--- src/rtl/amm_sdram_arbiter_if.sv ---
// Avalon-MM bundle shared by the two requester ports and the SDRAM controller port.
// "master" is the side that issues commands; "slave" is the side that accepts them.
interface amm_sdram_arbiter_if #(
  parameter int ADDR_W = 25,
  parameter int DATA_W = 32
) ();
  logic [ADDR_W-1:0]   address;
  logic                read;
  logic                write;
  logic [DATA_W-1:0]   writedata;
  logic [DATA_W/8-1:0] byteenable;
  logic                waitrequest;
  logic [DATA_W-1:0]   readdata;
  logic                readdatavalid;

  modport master (
    output address, read, write, writedata, byteenable,
    input  waitrequest, readdata, readdatavalid
  );

  modport slave (
    input  address, read, write, writedata, byteenable,
    output waitrequest, readdata, readdatavalid
  );
endinterface

--- src/rtl/amm_sdram_arbiter.sv ---
// Two-port round-robin Avalon-MM arbiter in front of the SDRAM controller.
// Port 0 is the user module, port 1 the PCIe bridge. Commands are registered
// toward the controller; an in-order tag FIFO routes read beats back to the
// port that issued each read.
module amm_sdram_arbiter #(
  parameter int ADDR_W   = 25,
  parameter int DATA_W   = 32,
  parameter int MAX_PEND = 8
) (
  input  logic                 i_clk,
  input  logic                 i_reset,
  amm_sdram_arbiter_if.slave   s0,
  amm_sdram_arbiter_if.slave   s1,
  amm_sdram_arbiter_if.master  m,
  output logic [15:0]          o_debug_flag
);

  localparam int PTR_W = (MAX_PEND > 1) ? $clog2(MAX_PEND) : 1;
  localparam int CNT_W = PTR_W + 1;
  localparam int BE_W  = DATA_W / 8;

  typedef enum logic [1:0] {
    IDLE  = 2'd0,
    ISSUE = 2'd1
  } state_t;

  state_t              r_state;
  state_t              w_state_next;
  logic                r_last_grant;
  logic                r_grant_port;
  logic [ADDR_W-1:0]   r_m_address;
  logic [DATA_W-1:0]   r_m_writedata;
  logic [BE_W-1:0]     r_m_byteenable;
  logic                r_m_read;
  logic                r_m_write;

  logic [MAX_PEND-1:0] r_tag;
  logic [PTR_W-1:0]    r_wr_ptr;
  logic [PTR_W-1:0]    r_rd_ptr;
  logic [CNT_W-1:0]    r_count;
  logic                r_err;

  logic [DATA_W-1:0]   r_rdata0;
  logic [DATA_W-1:0]   r_rdata1;
  logic                r_rvalid0;
  logic                r_rvalid1;
  logic [15:0]         r_debug;

  logic                w_full;
  logic                w_empty;
  logic                w_elig0;
  logic                w_elig1;
  logic                w_grant;
  logic                w_grant_port;
  logic                w_accept;
  logic                w_push;
  logic                w_pop;
  logic                w_head;

  assign w_full   = (r_count == CNT_W'(MAX_PEND));
  assign w_empty  = (r_count == '0);
  assign w_elig0  = s0.write | (s0.read & ~w_full);
  assign w_elig1  = s1.write | (s1.read & ~w_full);
  assign w_push   = w_accept & r_m_read;
  assign w_pop    = m.readdatavalid & ~w_empty;
  assign w_head   = r_tag[r_rd_ptr];

  // Next-state logic: round-robin grant in IDLE, wait for the controller in ISSUE.
  always_comb begin
    w_state_next = r_state;
    w_grant      = 1'b0;
    w_grant_port = 1'b0;
    w_accept     = 1'b0;
    case (r_state)
      IDLE: begin
        if (w_elig0 && w_elig1) begin
          w_grant      = 1'b1;
          w_grant_port = ~r_last_grant;
        end else if (w_elig0) begin
          w_grant      = 1'b1;
          w_grant_port = 1'b0;
        end else if (w_elig1) begin
          w_grant      = 1'b1;
          w_grant_port = 1'b1;
        end
        if (w_grant) begin
          w_state_next = ISSUE;
        end
      end
      ISSUE: begin
        if (!m.waitrequest) begin
          w_accept     = 1'b1;
          w_state_next = IDLE;
        end
      end
      default: w_state_next = IDLE;
    endcase
  end

  // State register plus the registered command presented to the controller;
  // fields are frozen for the whole ISSUE phase so they stay stable under stall.
  always_ff @(posedge i_clk) begin
    if (i_reset) begin
      r_state        <= IDLE;
      r_last_grant   <= 1'b1;
      r_grant_port   <= 1'b0;
      r_m_address    <= '0;
      r_m_writedata  <= '0;
      r_m_byteenable <= '0;
      r_m_read       <= 1'b0;
      r_m_write      <= 1'b0;
    end else begin
      r_state <= w_state_next;
      if (w_grant) begin
        r_last_grant   <= w_grant_port;
        r_grant_port   <= w_grant_port;
        r_m_address    <= w_grant_port ? s1.address    : s0.address;
        r_m_writedata  <= w_grant_port ? s1.writedata  : s0.writedata;
        r_m_byteenable <= w_grant_port ? s1.byteenable : s0.byteenable;
        r_m_read       <= w_grant_port ? s1.read       : s0.read;
        r_m_write      <= w_grant_port ? s1.write      : s0.write;
      end else if (w_accept) begin
        r_m_read  <= 1'b0;
        r_m_write <= 1'b0;
      end
    end
  end

  // In-order tag FIFO of requester ids for reads the controller has accepted;
  // a beat arriving with nothing outstanding is dropped and flagged sticky.
  always_ff @(posedge i_clk) begin
    if (i_reset) begin
      r_tag    <= '0;
      r_wr_ptr <= '0;
      r_rd_ptr <= '0;
      r_count  <= '0;
      r_err    <= 1'b0;
    end else begin
      if (w_push) begin
        r_tag[r_wr_ptr] <= r_grant_port;
        r_wr_ptr        <= r_wr_ptr + PTR_W'(1);
      end
      if (w_pop) begin
        r_rd_ptr <= r_rd_ptr + PTR_W'(1);
      end
      if (w_push && !w_pop) begin
        r_count <= r_count + CNT_W'(1);
      end else if (!w_push && w_pop) begin
        r_count <= r_count - CNT_W'(1);
      end
      if (m.readdatavalid && w_empty) begin
        r_err <= 1'b1;
      end
    end
  end

  // Steer each read beat to the port at the FIFO head with one cycle of latency;
  // the other port's data register holds its last value.
  always_ff @(posedge i_clk) begin
    if (i_reset) begin
      r_rdata0  <= '0;
      r_rdata1  <= '0;
      r_rvalid0 <= 1'b0;
      r_rvalid1 <= 1'b0;
    end else begin
      r_rvalid0 <= w_pop & ~w_head;
      r_rvalid1 <= w_pop &  w_head;
      if (w_pop && !w_head) begin
        r_rdata0 <= m.readdata;
      end
      if (w_pop && w_head) begin
        r_rdata1 <= m.readdata;
      end
    end
  end

  // Debug word is registered so it reads all-zero straight out of reset,
  // trailing the live status by one cycle afterwards.
  always_ff @(posedge i_clk) begin
    if (i_reset) begin
      r_debug <= '0;
    end else begin
      r_debug <= {r_err, 3'b000, 5'(r_count), 3'b000, r_state, r_last_grant, 1'b0};
    end
  end

  assign s0.waitrequest   = ~(w_accept & ~r_grant_port);
  assign s1.waitrequest   = ~(w_accept &  r_grant_port);
  assign s0.readdata      = r_rdata0;
  assign s1.readdata      = r_rdata1;
  assign s0.readdatavalid = r_rvalid0;
  assign s1.readdatavalid = r_rvalid1;

  assign m.address    = r_m_address;
  assign m.writedata  = r_m_writedata;
  assign m.byteenable = r_m_byteenable;
  assign m.read       = r_m_read;
  assign m.write      = r_m_write;

  assign o_debug_flag = r_debug;

endmodule

--- src/flat_wrapper.sv ---
// flat-port wrapper written by rule: the top's interface ports become plain ports
module amm_sdram_arbiter_flat 
#(
  parameter int ADDR_W   = 25,
  parameter int DATA_W   = 32,
  parameter int MAX_PEND = 8
)
  (i_clk, i_reset, o_debug_flag, s0_address, s0_read, s0_write, s0_writedata, s0_byteenable, s0_waitrequest, s0_readdata, s0_readdatavalid, s1_address, s1_read, s1_write, s1_writedata, s1_byteenable, s1_waitrequest, s1_readdata, s1_readdatavalid, m_address, m_read, m_write, m_writedata, m_byteenable, m_waitrequest, m_readdata, m_readdatavalid);
  amm_sdram_arbiter_if #(.ADDR_W(ADDR_W), .DATA_W(DATA_W)) s0_i ();
  amm_sdram_arbiter_if #(.ADDR_W(ADDR_W), .DATA_W(DATA_W)) s1_i ();
  amm_sdram_arbiter_if #(.ADDR_W(ADDR_W), .DATA_W(DATA_W)) m_i ();
  input  logic i_clk;
  input  logic i_reset;
  output logic [15:0] o_debug_flag;
  input wire logic [$bits(s0_i.address)-1:0] s0_address;
  input wire logic [$bits(s0_i.read)-1:0] s0_read;
  input wire logic [$bits(s0_i.write)-1:0] s0_write;
  input wire logic [$bits(s0_i.writedata)-1:0] s0_writedata;
  input wire logic [$bits(s0_i.byteenable)-1:0] s0_byteenable;
  output wire logic [$bits(s0_i.waitrequest)-1:0] s0_waitrequest;
  output wire logic [$bits(s0_i.readdata)-1:0] s0_readdata;
  output wire logic [$bits(s0_i.readdatavalid)-1:0] s0_readdatavalid;
  input wire logic [$bits(s1_i.address)-1:0] s1_address;
  input wire logic [$bits(s1_i.read)-1:0] s1_read;
  input wire logic [$bits(s1_i.write)-1:0] s1_write;
  input wire logic [$bits(s1_i.writedata)-1:0] s1_writedata;
  input wire logic [$bits(s1_i.byteenable)-1:0] s1_byteenable;
  output wire logic [$bits(s1_i.waitrequest)-1:0] s1_waitrequest;
  output wire logic [$bits(s1_i.readdata)-1:0] s1_readdata;
  output wire logic [$bits(s1_i.readdatavalid)-1:0] s1_readdatavalid;
  output wire logic [$bits(m_i.address)-1:0] m_address;
  output wire logic [$bits(m_i.read)-1:0] m_read;
  output wire logic [$bits(m_i.write)-1:0] m_write;
  output wire logic [$bits(m_i.writedata)-1:0] m_writedata;
  output wire logic [$bits(m_i.byteenable)-1:0] m_byteenable;
  input wire logic [$bits(m_i.waitrequest)-1:0] m_waitrequest;
  input wire logic [$bits(m_i.readdata)-1:0] m_readdata;
  input wire logic [$bits(m_i.readdatavalid)-1:0] m_readdatavalid;
  assign s0_i.address = s0_address;
  assign s0_i.read = s0_read;
  assign s0_i.write = s0_write;
  assign s0_i.writedata = s0_writedata;
  assign s0_i.byteenable = s0_byteenable;
  assign s0_waitrequest = s0_i.waitrequest;
  assign s0_readdata = s0_i.readdata;
  assign s0_readdatavalid = s0_i.readdatavalid;
  assign s1_i.address = s1_address;
  assign s1_i.read = s1_read;
  assign s1_i.write = s1_write;
  assign s1_i.writedata = s1_writedata;
  assign s1_i.byteenable = s1_byteenable;
  assign s1_waitrequest = s1_i.waitrequest;
  assign s1_readdata = s1_i.readdata;
  assign s1_readdatavalid = s1_i.readdatavalid;
  assign m_address = m_i.address;
  assign m_read = m_i.read;
  assign m_write = m_i.write;
  assign m_writedata = m_i.writedata;
  assign m_byteenable = m_i.byteenable;
  assign m_i.waitrequest = m_waitrequest;
  assign m_i.readdata = m_readdata;
  assign m_i.readdatavalid = m_readdatavalid;
  amm_sdram_arbiter #(.ADDR_W(ADDR_W), .DATA_W(DATA_W), .MAX_PEND(MAX_PEND)) u_core (.i_clk(i_clk), .i_reset(i_reset), .s0(s0_i), .s1(s1_i), .m(m_i), .o_debug_flag(o_debug_flag));
endmodule
--- config.mk ---
export PLATFORM = sky130hd
export DESIGN_NAME = amm_sdram_arbiter_flat
export DESIGN_NICKNAME = d
export VERILOG_FILES = /design/src/rtl/amm_sdram_arbiter_if.sv /design/src/rtl/amm_sdram_arbiter.sv /design/src/flat_wrapper.sv
export SDC_FILE = /design/constraint.sdc
export NUM_CORES = 1
export LEC_CHECK = 0
export ABC_CLOCK_PERIOD_IN_PS = 4700
export CORE_UTILIZATION = 47
export DETAILED_ROUTE_END_ITERATION = 10
export MAX_ROUTING_LAYER = met4
export PLACE_DENSITY = 0.85
export SETUP_SLACK_MARGIN = 0.02
export SYNTH_ARGS = -nofsm -noshare
export SYNTH_HDL_FRONTEND = slang
export SYNTH_SLANG_ARGS = --single-unit
--- constraint.sdc ---
create_clock -name i_clk -period 4.7 [get_ports i_clk]
set_input_delay 0.705 -clock i_clk [delete_from_list [all_inputs] [get_ports i_clk]]
set_output_delay 0.705 -clock i_clk [all_outputs]
set_load 0.01 [all_outputs]
# == After elaboration in Yosys (flattened, before gate mapping) ==
# Cells that the tools add are included.
# classes
addsub,4
n_mul,0
div,0
n_lt_le_gt_ge,3
eq_ne,4
shift,0
mux,28
bitwise,17
reduce_logical,15
# ops
op,n
32-bit two-way mux,1
25-bit two-way mux,1
1-bit two-way mux,17
4-bit two-way mux,3
1-bit AND,8
8-bit bitwise mux,1
3-bit by 4-bit less-than comparator with 1-bit output (second input constant),2
1-bit logical AND,7
1-bit NOT,7
3-bit by 1-bit adder with 3-bit output (second input constant),2
4-bit by 1-bit adder with 4-bit output (second input constant),1
4-bit == test (second input constant),1
4-bit logical NOT,1
2-bit two-way mux,2
2-bit != test (second input constant),2
2-bit case mux with 2 select lines,1
2-bit nonzero test,2
4-bit by 1-bit subtractor with 4-bit output (second input constant),1
1-bit binary-select mux with 3-bit select,1
1-bit demux with 3-bit select,1
3-bit by 1-bit >= comparator with 1-bit output (second input constant),1
1-bit logical NOT,3
2-bit by 1-bit == test with 1-bit output (second input constant),1
2-bit logical NOT,1
2 further kinds,3
# totals
reg_bits,168
latchBits,0
ram_bits,0
romBits,0
in_bits,162
n_memories,0

# == Depth between registers and ports, before layout ==
# Gate-level depths: netlist of run 1.
# logic_depth
depth_word,10
depth_mapped,10

# == Worst setup path after synthesis of run 1 ==
# No wires, ideal clock.
# synth_timing
path_kind,reg-to-reg
start,register u_core.r_count[0]
end,register u_core.r_count[3]
setup_time_ns,0.121
arrival_ns,2.425
required_time_ns,4.579
slack_ns,2.154
stages_incl_launch_ff,9
period_less_slack_ns,2.546
path_cell_list,dfxtp_1 > o41ai_4 > ha_1 > inv_1 > ha_1 > a21o_1 > a21oi_1 > mux2i_1 > mux2_2
# synth_between
elab_chain_cells,6
# synth_rtl
item,line_no,rtl
from (decl),amm_sdram_arbiter.sv:40,logic [CNT_W-1:0] r_count;
from (signal assigned),amm_sdram_arbiter.sv:147,r_count <= r_count + CNT_W'(1);
from (signal assigned),amm_sdram_arbiter.sv:149,r_count <= r_count - CNT_W'(1);
"parallel branches: the longest is 6 deep, another holds 4-bit by 1-bit subtractor with 4-bit output",n/a,
# Several ways; the timed one is not identified. The select of a mux whose other input is x is not followed.
# A chain may end at the register's enable or synchronous reset.

# == Final worst setup path of run 1 ==
# Same ends and word-level chain as after synthesis.

==> flow_summary.json, run 1 <==
{
  "max_freq_ghz": 0.358,
  "dieWidth_um": 128,
  "fillers": 1155,
  "cts-buffers-inserted": 17,
  "synth_top_flop_cell": "dfxtp_1",
  "fin_area_um2": 11000,
  "place_inst": 1216,
  "crit_buf_inv": 1,
  "ys_warn_count": 0,
  "syn_inst": 765,
  "synth-adder-area-share_pct": 1.10,
  "nets": 1192,
  "fin_crit_sh_pct": 59.4,
  "synth.area.mux_share_pct": 10.6,
  "core_um2": 15400,
  "dr.pass1.iters": 4,
  "clk_latency_ns": 0.42,
  "clock_skew_ns": 0.0107,
  "yosys.area_share.xor_xnor_pct": 0.701,
  "hold_path_class": "reg -> reg",
  "grt-ovfl-total": 0,
  "synth.distinct_cells": 47,
  "clockBufferDepth": 2,
  "max_stage_delay_ns": 0.69,
  "synth_seq_cells": 158,
  "grtUsageMet3_pct": 9.60,
  "ant_nets": 0,
  "rows": 45,
  "drt_iter0_markers": 282,
  "grt_util_met1_pct": 27.2,
  "grt_start_max_net_pins": 125,
  "startpoint_type": "flop",
  "area_growth_pct": 46.8,
  "cp_data_required_time_ns": 5.01,
  "grt_pass1_vias": 6301,
  "p_leak_nw": 4.04,
  "wire_per_inst_um": 16.3,
  "fin_util_pct": 71.6,
  "total_power_mw": 4.33,
  "die_y_um": 128,
  "grt_first_pass_wirelength_um": 31800,
  "dp_hpwl_um": 14200,
  "fin_hold_ws_ns": 0.466,
  "path_delay_family": "compound AO/OA/AOI/OAI gates",
  "synth_seq_area_share_pct": 42.2,
  "crit_chain": "o41ai_4 > ha_1 > inv_1 > ha_1 > a21o_1 > a21oi_1 > mux2i_1 > mux2_2",
  "post_cts_resized": 0,
  "worst_ep_arrival_time_ns": 3.10,
  "syn_avg_cell_area_um2": 9.81,
  "post-cts-setup-buffers": 0,
  "cpMostUsedCell": "ha_1",
  "synth_top_family_by_area": "compound AO/OA/AOI/OAI gates",
  "vias_per_cell": 5.11,
  "rsz0062_at_grt": "false",
  "setup_ws_ns": 1.91,
  "hold_viol": 0,
  "syn_area_um2": 7500,
  "cp-end-kind": "flop",
  "cts_tree": "yes",
  "setup_tns_ns": 0,
  "max_slew_margin_pct": 26.7,
  "io_pins": 309,
  "place_congestion": 0.812,
  "criticalPathCategory": "reg -> reg",
  "outcome": "finished clean",
  "async_reset_ff_share_pct": 0,
  "pre_cts_slack_ns": 1.59,
  "vias": 6378,
  "antenna_found_initial": 1,
  "placed_area_um2": 10500,
  "ctsHoldBuffers": 0,
  "drv_cap": 0,
  "clkTransAtPathRegs_ns": 0.07,
  "synthSimpleGateAreaFrac_pct": 15.9,
  "synth_compound_area_share_pct": 20.8,
  "drc_errors": 0,
  "port_buffers": 299,
  "tightest_slew_ns": 1.10,
  "cts.sinks": 158,
  "root_buffer": "clkbuf_16",
  "ir_drop_mv": 0.230,
  "layout-drive-gt1-share_pct": 9.55,
  "start_util_pct": 48.8,
  "drv_slew": 0,
  "setup_violations": 0,
  "htree_levels": 4,
  "power_density_nw_per_um2": 394,
  "top_usage_layer": "met2",
  "grt_usage_pct": 25.7,
  "drt-total-wl_um": 20400,
  "finalCriticalPeriod_ns": 2.79,
  "layout.cells.non_filler": 1249,
  "grt_util_met2_pct": 43.1,
  "die_area_um2": 16500,
  "synth-edff-count": 0,
  "cp_slowest_cell": "o41ai_4",
  "worstPathMaxFanout": 8
}
worst min-delay path: stages (launching register included):
cell and delay, ns:
dfxtp_1 0.32, a21oi_1 0.04, nor2_1 0.07
worst paths after layout:
check,startpoint,endpoint,slack [ns],depth (start not counted)
worst min-delay path,u_core.r_err$_SDFFE_PP0P_,u_core.r_err$_SDFFE_PP0P_,0.47,2
worst min register to register,u_core.r_err$_SDFFE_PP0P_,u_core.r_err$_SDFFE_PP0P_,0.47,2
worst max-delay path,u_core.r_count[0]$_SDFFE_PP0P_,u_core.r_count[3]$_SDFFE_PP0P_,1.91,8
worst max register to register,u_core.r_count[0]$_SDFFE_PP0P_,u_core.r_count[3]$_SDFFE_PP0P_,1.91,8
cells in the mapped netlist, types with 2 or more instances:
library cell	instances	area, um^2
a21oi_1	7	35.0
buf_1	4	15.0
buf_2	11	55.1
buf_4	12	90.1
buf_6	9	101
clkbuf_1	39	146
dfxtp_1	158	3160
ha_1	5	62.6
inv_1	66	248
mux2i_1	77	771
nand2_1	70	263
nand2b_1	97	607
nand3_1	2	10.0
nand3b_1	6	45.0
nand4b_1	2	17.5
nor2_1	28	105
nor2b_1	8	50.1
nor3b_1	2	15.0
nor4_1	3	18.8
o211ai_1	65	488
o21ai_0	5	25.0
o221ai_1	11	96.3
o221ai_2	50	751
xnor2_1	2	17.5
xor2_1	4	35.0
cell families after synthesis:
group	after synthesis
buffers and inverters	141
adder cells (fa/ha/maj)	6
flip-flops	158
XOR/XNOR	6
other	1
AND/OR/NAND/NOR	224
AO/OA/AOI/OAI	150
multiplexers	79
cells in the final DEF (no fill, tap or decap), types with 3 or more instances in the layout:
cell	Yosys	routed
clkbuf_16	0	17
clkinvlp_4	0	4
nor4_1	3	3
dfxtp_1	158	158
clkinv_4	0	3
o211ai_1	65	65
o221ai_1	11	11
mux2i_1	77	77
conb_1	1	9
ha_1	5	5
inv_1	66	66
a21oi_1	7	7
nor2_1	28	28
buf_4	12	7
nor2b_1	8	8
xor2_1	4	4
clkdlybuf4s50_1	0	298
nand2_1	70	70
nand3b_1	6	6
nand2b_1	97	97
o21ai_0	5	5
o221ai_2	50	50
power breakdown:
group / switching (mW) / total [mW] / internal (mW)
logic: 0.637 / 1.37 / 0.729
clock network: 0.566 / 1.27 / 0.707
registers: 0.143 / 1.70 / 1.55
total: 1.34 / 4.33 / 2.99
sequential cells by signal, indices dropped and copies added, names as in the netlist, 4 cells and up:
signal,count
u_core.m.byteenable,4
u_core.r_tag,8
u_core.o_debug_flag,7
u_core.s1.readdata,32
u_core.m.writedata,32
u_core.r_count,4
u_core.m.address,25
u_core.s0.readdata,32
layout make-up:
type / instances / area, um^2 / area share, %
antenna: 1 / 2.50 / 0.0227
clock buffer: 21 / 460 / 4.18
clock inverter: 11 / 83.8 / 0.761
inverter: 66 / 248 / 2.25
multi-input combinational: 474 / 3730 / 33.9
sequential: 158 / 3160 / 28.7
tap: 211 / 264 / 2.40
timing repair buffer: 307 / 3060 / 27.8
per-layer routing:
metal,wire length (um),vias up
met5,0,-
met4,605,0
met3,1730,39
met2,10100,208
met1,7920,2966
li1,-,3165
Power figures use the tool's default switching activity.
==> run 2: changes to the inputs <==
--- a/config.mk
+++ b/config.mk
@@ -5,11 +5,11 @@
 export SDC_FILE = /design/constraint.sdc
 export NUM_CORES = 1
 export LEC_CHECK = 0
-export ABC_CLOCK_PERIOD_IN_PS = 4700
-export CORE_UTILIZATION = 47
+export ABC_CLOCK_PERIOD_IN_PS = 2700
+export CORE_UTILIZATION = 43
 export DETAILED_ROUTE_END_ITERATION = 10
 export MAX_ROUTING_LAYER = met4
-export PLACE_DENSITY = 0.85
+export PLACE_DENSITY = 0.78
 export SETUP_SLACK_MARGIN = 0.02
 export SYNTH_ARGS = -nofsm -noshare
 export SYNTH_HDL_FRONTEND = slang
==> constraint.sdc (replaced) <==
create_clock -name i_clk -period 2.7 [get_ports i_clk]
set_input_delay 0.405 -clock i_clk [delete_from_list [all_inputs] [get_ports i_clk]]
set_output_delay 0.405 -clock i_clk [all_outputs]
set_load 0.01 [all_outputs]
==> run 2 against run 1 <==
Hold slack improved by 0.0035 ns. Setup slack got worse by 1.5 ns. Core utilization fell by 4.2 points. Sequential share of layout area fell by 0.84 points. Flip-flop and latch count did not move. Via count rose by 1.5%. Clock power rose by 86%. First-iteration DRC count fell by 9.6%. Combinational power rose by 85%. Final cell count rose by 2.9%. Wire length rose by 4.1%. Sequential power rose by 72%. Largest cell class unchanged.
==> flow_summary.json, run 2 (synthesis results as in run 1) <==
{
  "cts-buffers-inserted": 17,
  "power_density_nw_per_um2": 689,
  "port_buffers": 299,
  "grt-ovfl-total": 0,
  "place_congestion": 0.828,
  "path_delay_family": "compound AO/OA/AOI/OAI gates",
  "dp_hpwl_um": 15400,
  "die_y_um": 134,
  "vias": 6475,
  "wire_per_inst_um": 16.5,
  "post-cts-setup-buffers": 0,
  "hold_path_class": "reg -> reg",
  "max_stage_delay_ns": 0.40,
  "fin_crit_sh_pct": 86.4,
  "layout_commonest_cell": "clkdlybuf4s50_1",
  "tightest_slew_ns": 0.577,
  "die_area_um2": 18000,
  "dr.pass1.iters": 4,
  "clk_latency_ns": 0.42,
  "clkTransAtPathRegs_ns": 0.07,
  "root_buffer": "clkbuf_16",
  "io_pins": 309,
  "fillers": 1356,
  "cp_data_required_time_ns": 3.01,
  "final_cell_mix": "clkdlybuf4s50_1, dfxtp_1, nand2b_1",
  "area_growth_pct": 51.2,
  "cp_slowest_cell": "o41ai_4",
  "cts_tree": "yes",
  "clockBufferDepth": 2,
  "drt-total-wl_um": 21200,
  "criticalPathCategory": "reg -> reg",
  "max_freq_ghz": 0.429,
  "cts.sinks": 158,
  "cpMostUsedCell": "ha_1",
  "rsz0062_at_grt": "false",
  "grt_usage_pct": 24.4,
  "ant_nets": 0,
  "outcome": "finished clean",
  "antenna_found_initial": 0,
  "vias_per_cell": 5.04,
  "crit_buf_inv": 1,
  "drc_errors": 0,
  "finalCriticalPeriod_ns": 2.33,
  "dieWidth_um": 134,
  "post_cts_resized": 0,
  "start_util_pct": 44.6,
  "grt_pass1_vias": 6470,
  "fin_hold_ws_ns": 0.469,
  "layout-drive-gt1-share_pct": 12.1,
  "grt_first_pass_wirelength_um": 33300,
  "nets": 1220,
  "htree_levels": 4,
  "grt_start_max_net_pins": 130,
  "clock_skew_ns": 0.0143,
  "core_um2": 16800,
  "drv_cap": 0,
  "setup_violations": 0,
  "ctsHoldBuffers": 0,
  "hold_viol": 0,
  "ir_drop_mv": 0.480,
  "startpoint_type": "flop",
  "worstPathMaxFanout": 5,
  "antennaDiodeCount": 0,
  "cp-end-kind": "flop",
  "setup_tns_ns": 0,
  "rows": 47,
  "drt_iter0_markers": 255,
  "crit_chain": "o41ai_4 > ha_1 > inv_1 > ha_1 > a21o_1 > a21oi_1 > mux2i_1 > mux2_2",
  "drv_slew": 0,
  "worst_ep_arrival_time_ns": 2.64,
  "max_slew_margin_pct": 61.4,
  "p_leak_nw": 4.21
}
==> run 2: changes by cell type in the layout (fill, tap and decap cells not counted) <==
cell,delta
buf_12,+6
clkbuf_1,-2
inv_8,+1
bufinv_16,+1
clkinv_4,-1
buf_4,+22
inv_6,+2
clkinv_2,-1
diode_2,-1
==> run 2: worst register-to-register path: cells and delay by family (launching register included) <==
family          cells  cell delay, ns
fa+ha+maj           2            0.49
flops               1            0.38
mux                 2            0.55
buf+inv             1            0.06
compound gates      3            0.75
==> run 2: area by class of cell <==
cell class	instances	area, um^2	share of cell area [%]
Inverter	66	248	2.18
Clock inverter	13	129	1.14
Tap cell	220	275	2.43
Clock buffer	19	453	3.99
Timing Repair Buffer	335	3350	29.5
Sequential cell	158	3160	27.9
Multi-Input combinational cell	474	3730	32.9
==> run 2: path summary, 6_finish.rpt <==
kind / from / end / slack (ns) / cells after the start
worst max-delay path: u_core.r_count[3]$_SDFFE_PP0P_ / u_core.r_count[3]$_SDFFE_PP0P_ / 0.37 / 8
worst min-delay path: u_core.r_err$_SDFFE_PP0P_ / u_core.o_debug_flag[15]$_SDFF_PP0_ / 0.47 / 1
worst max register to register: u_core.r_count[3]$_SDFFE_PP0P_ / u_core.r_count[3]$_SDFFE_PP0P_ / 0.37 / 8
worst min register to register: u_core.r_err$_SDFFE_PP0P_ / u_core.o_debug_flag[15]$_SDFF_PP0_ / 0.47 / 1
==> run 2: power by group <==
| part | switching (mW) | internal [mW] |
|---|---|---|
| sequential | 0.220 | 2.70 |
| clock | 1.02 | 1.34 |
| combinational | 1.17 | 1.36 |
==> run 2: through the flow <==
step	total power, mW	utilization, %	worst slack [ns]	instance area [um^2]	instances
2_1_floorplan	4.28	-	0.154	7530	773
5_1_grt	8.19	67.4	0.217	11300	1285
6_report	7.81	67.4	0.368	11300	1285
4_1_cts	7.88	67.4	0.356	11300	1285
3_3_place_gp	5.47	64.0	0.117	10800	1253
3_5_place_dp	5.51	64.0	0.0900	10800	1253
==> run 2: layer usage <==
metal	vias up	track usage [%]	share of wire (%)
met3	34	7.52	7.8
met1	2978	27.5	41
met5	-	-	0
met2	234	40.6	49
li1	3229	-	-
met4	0	8.99	2.4
==> run 3: changes to the inputs <==
--- a/config.mk
+++ b/config.mk
@@ -5,7 +5,7 @@
 export SDC_FILE = /design/constraint.sdc
 export NUM_CORES = 1
 export LEC_CHECK = 0
-export ABC_CLOCK_PERIOD_IN_PS = 2700
+export ABC_CLOCK_PERIOD_IN_PS = 2200
 export CORE_UTILIZATION = 43
 export DETAILED_ROUTE_END_ITERATION = 10
 export MAX_ROUTING_LAYER = met4
==> constraint.sdc (replaced) <==
create_clock -name i_clk -period 2.2 [get_ports i_clk]
set_input_delay 0.33 -clock i_clk [delete_from_list [all_inputs] [get_ports i_clk]]
set_output_delay 0.33 -clock i_clk [all_outputs]
set_load 0.01 [all_outputs]
==> run 3 against run 2 <==
Sequential share of layout area shrank 0.15 points. Via count is essentially flat. Setup slack lost 0.32 ns. Critical path depth is the same. Hold slack lost 0.24 ns. Cell area grew 0.75%. Global-route usage shrank 0.38 points. Wire length shrank 1.1%. Register-to-register slack lost 0.32 ns. First-iteration DRC count shrank 7.1%.
==> flow_summary.json, run 3 (synthesis results as in run 1) <==
{
  "outcome": "finished clean",
  "worst_ep_arrival_time_ns": 2.46,
  "post_cts_resized": 0,
  "ctsHoldBuffers": 0,
  "max_slew_margin_pct": 56.2,
  "cts_tree": "yes",
  "port_buffers": 299,
  "cp_data_required_time_ns": 2.52,
  "r2r_start": "u_core.r_count[3]$_SDFFE_PP0P_",
  "clk_latency_ns": 0.43,
  "drt_iter0_markers": 237,
  "drv_slew": 0,
  "antenna_found_initial": 1,
  "worstPathMaxFanout": 4,
  "wire_per_inst_um": 16.3,
  "root_buffer": "clkbuf_16",
  "p_leak_nw": 4.24,
  "clockBufferDepth": 2,
  "post-cts-setup-buffers": 0,
  "hold_viol": 0,
  "setup_violations": 0,
  "core_um2": 16800,
  "fillers": 1367,
  "die_y_um": 134,
  "finalCriticalPeriod_ns": 2.15,
  "area_growth_pct": 52.4,
  "vias": 6480,
  "startpoint": "u_core.r_count[3]$_SDFFE_PP0P_",
  "layout-drive-gt1-share_pct": 12.8,
  "layout_commonest_cell": "clkdlybuf4s50_1",
  "fin_crit_sh_pct": 97.6,
  "vias_per_cell": 5.04,
  "rows": 47,
  "final_cell_mix": "clkdlybuf4s50_1, dfxtp_1, nand2b_1",
  "die_area_um2": 18000,
  "dr.pass1.iters": 4,
  "dp_hpwl_um": 15000,
  "htree_levels": 4,
  "place_congestion": 0.803,
  "grt_start_max_net_pins": 93,
  "grt_first_pass_wirelength_um": 32900,
  "drv_cap": 0,
  "criticalPathCategory": "reg -> reg",
  "multi_input_comb_area_um2": 3750,
  "power_density_nw_per_um2": 860,
  "reg2reg_depth": 8,
  "drt-total-wl_um": 21000,
  "dieWidth_um": 134,
  "place_inst": 1253,
  "r2r-end": "u_core.r_count[3]$_SDFFE_PP0P_",
  "ant_nets": 0,
  "drc_errors": 0,
  "rsz0062_at_grt": "true",
  "fin_util_pct": 68.0,
  "max_freq_ghz": 0.465,
  "start_util_pct": 44.6,
  "cts-buffers-inserted": 17,
  "cp-end-kind": "flop",
  "tightest_slew_ns": 0.658,
  "io_pins": 309,
  "nets": 1220,
  "grt_usage_pct": 24.0,
  "clock_skew_ns": 0.00893,
  "layout.cells.non_filler": 1286,
  "hold_path_class": "in -> reg",
  "grt_pass1_vias": 6510,
  "reg2reg_slack_ns": 0.05,
  "regArea_um2": 3170,
  "critPathCapture": "u_core.r_count[3]$_SDFFE_PP0P_",
  "grt-ovfl-total": 0,
  "ir_drop_mv": 0.518,
  "cts.sinks": 158,
  "clkTransAtPathRegs_ns": 0.07,
  "startpoint_type": "flop"
}
==> run 3: changes by cell type in the layout (fill, tap and decap cells not counted), sizes merged <==
cell / delta
clkinv: -2
diode: +1
clkbuf: -1
inv: +1
bufinv: +2
==> run 3: metrics by stage <==
step | setup slack [ns] | TNS, ns | power (mW) | cell area, um^2 | hold slack (ns)
floorplan | -0.184 | -0.184 | 5.28 | 7560 | 0.409
global placement | -0.206 | -0.233 | 6.77 | 10800 | 0.442
detailed placement | -0.280 | -0.339 | 6.82 | 10800 | 0.454
CTS | 0.0353 | 0 | 9.92 | 11400 | 0.222
global route | -0.0410 | -0.0410 | 10.3 | 11400 | 0.238
finish | 0.0517 | 0 | 9.83 | 11400 | 0.232
==> run 3: final cells by class <==
class | count | area share (%)
diodes | 1 | 0.0219
clock buffers | 18 | 3.76
clock inverters | 14 | 1.60
inverters | 66 | 2.17
multi-input cells | 474 | 32.8
flip-flops and latches | 158 | 27.7
well taps | 220 | 2.41
repair buffers | 335 | 29.5
==> run 3: worst max-delay path: stages, from the launching register on <==
cell and delay, ns:
dfxtp_2 0.34, o41ai_4 0.36, ha_2 0.24, inv_2 0.06, ha_4 0.20, a21o_1 0.16, a21oi_2 0.14, mux2i_1 0.20
mux2_2 0.34
==> run 3: layer usage <==
metal | GRT usage, % | share of wire, % | up-vias
li1 | - | - | 3229
met4 | 11.0 | 3.3 | 0
met3 | 8.31 | 8.5 | 44
met5 | - | 0 | -
met2 | 39.3 | 48 | 231
met1 | 26.2 | 40 | 2976
==> run 3: worst min path at each step <==
stage	start	endpoint	depth (start not counted)
floorplan	i_reset	u_core.o_debug_flag[2]$_SDFF_PP0_	1
global placement	u_core.r_err$_SDFFE_PP0P_	u_core.r_err$_SDFFE_PP0P_	2
detailed placement	u_core.r_err$_SDFFE_PP0P_	u_core.r_err$_SDFFE_PP0P_	2
CTS	i_reset	u_core.r_tag[0]$_SDFFE_PP0P_	2
global route	i_reset	u_core.r_tag[1]$_SDFFE_PP0P_	2
finish	i_reset	u_core.r_tag[0]$_SDFFE_PP0P_	2
==> run 3: where the power goes <==
part / total (mW) / leakage [nW] / switching (mW) / internal [mW]
registers: 3.58 / 1.29 / 0.257 / 3.32
logic: 3.17 / 2.66 / 1.46 / 1.71
clock network: 3.08 / 0.288 / 1.26 / 1.81
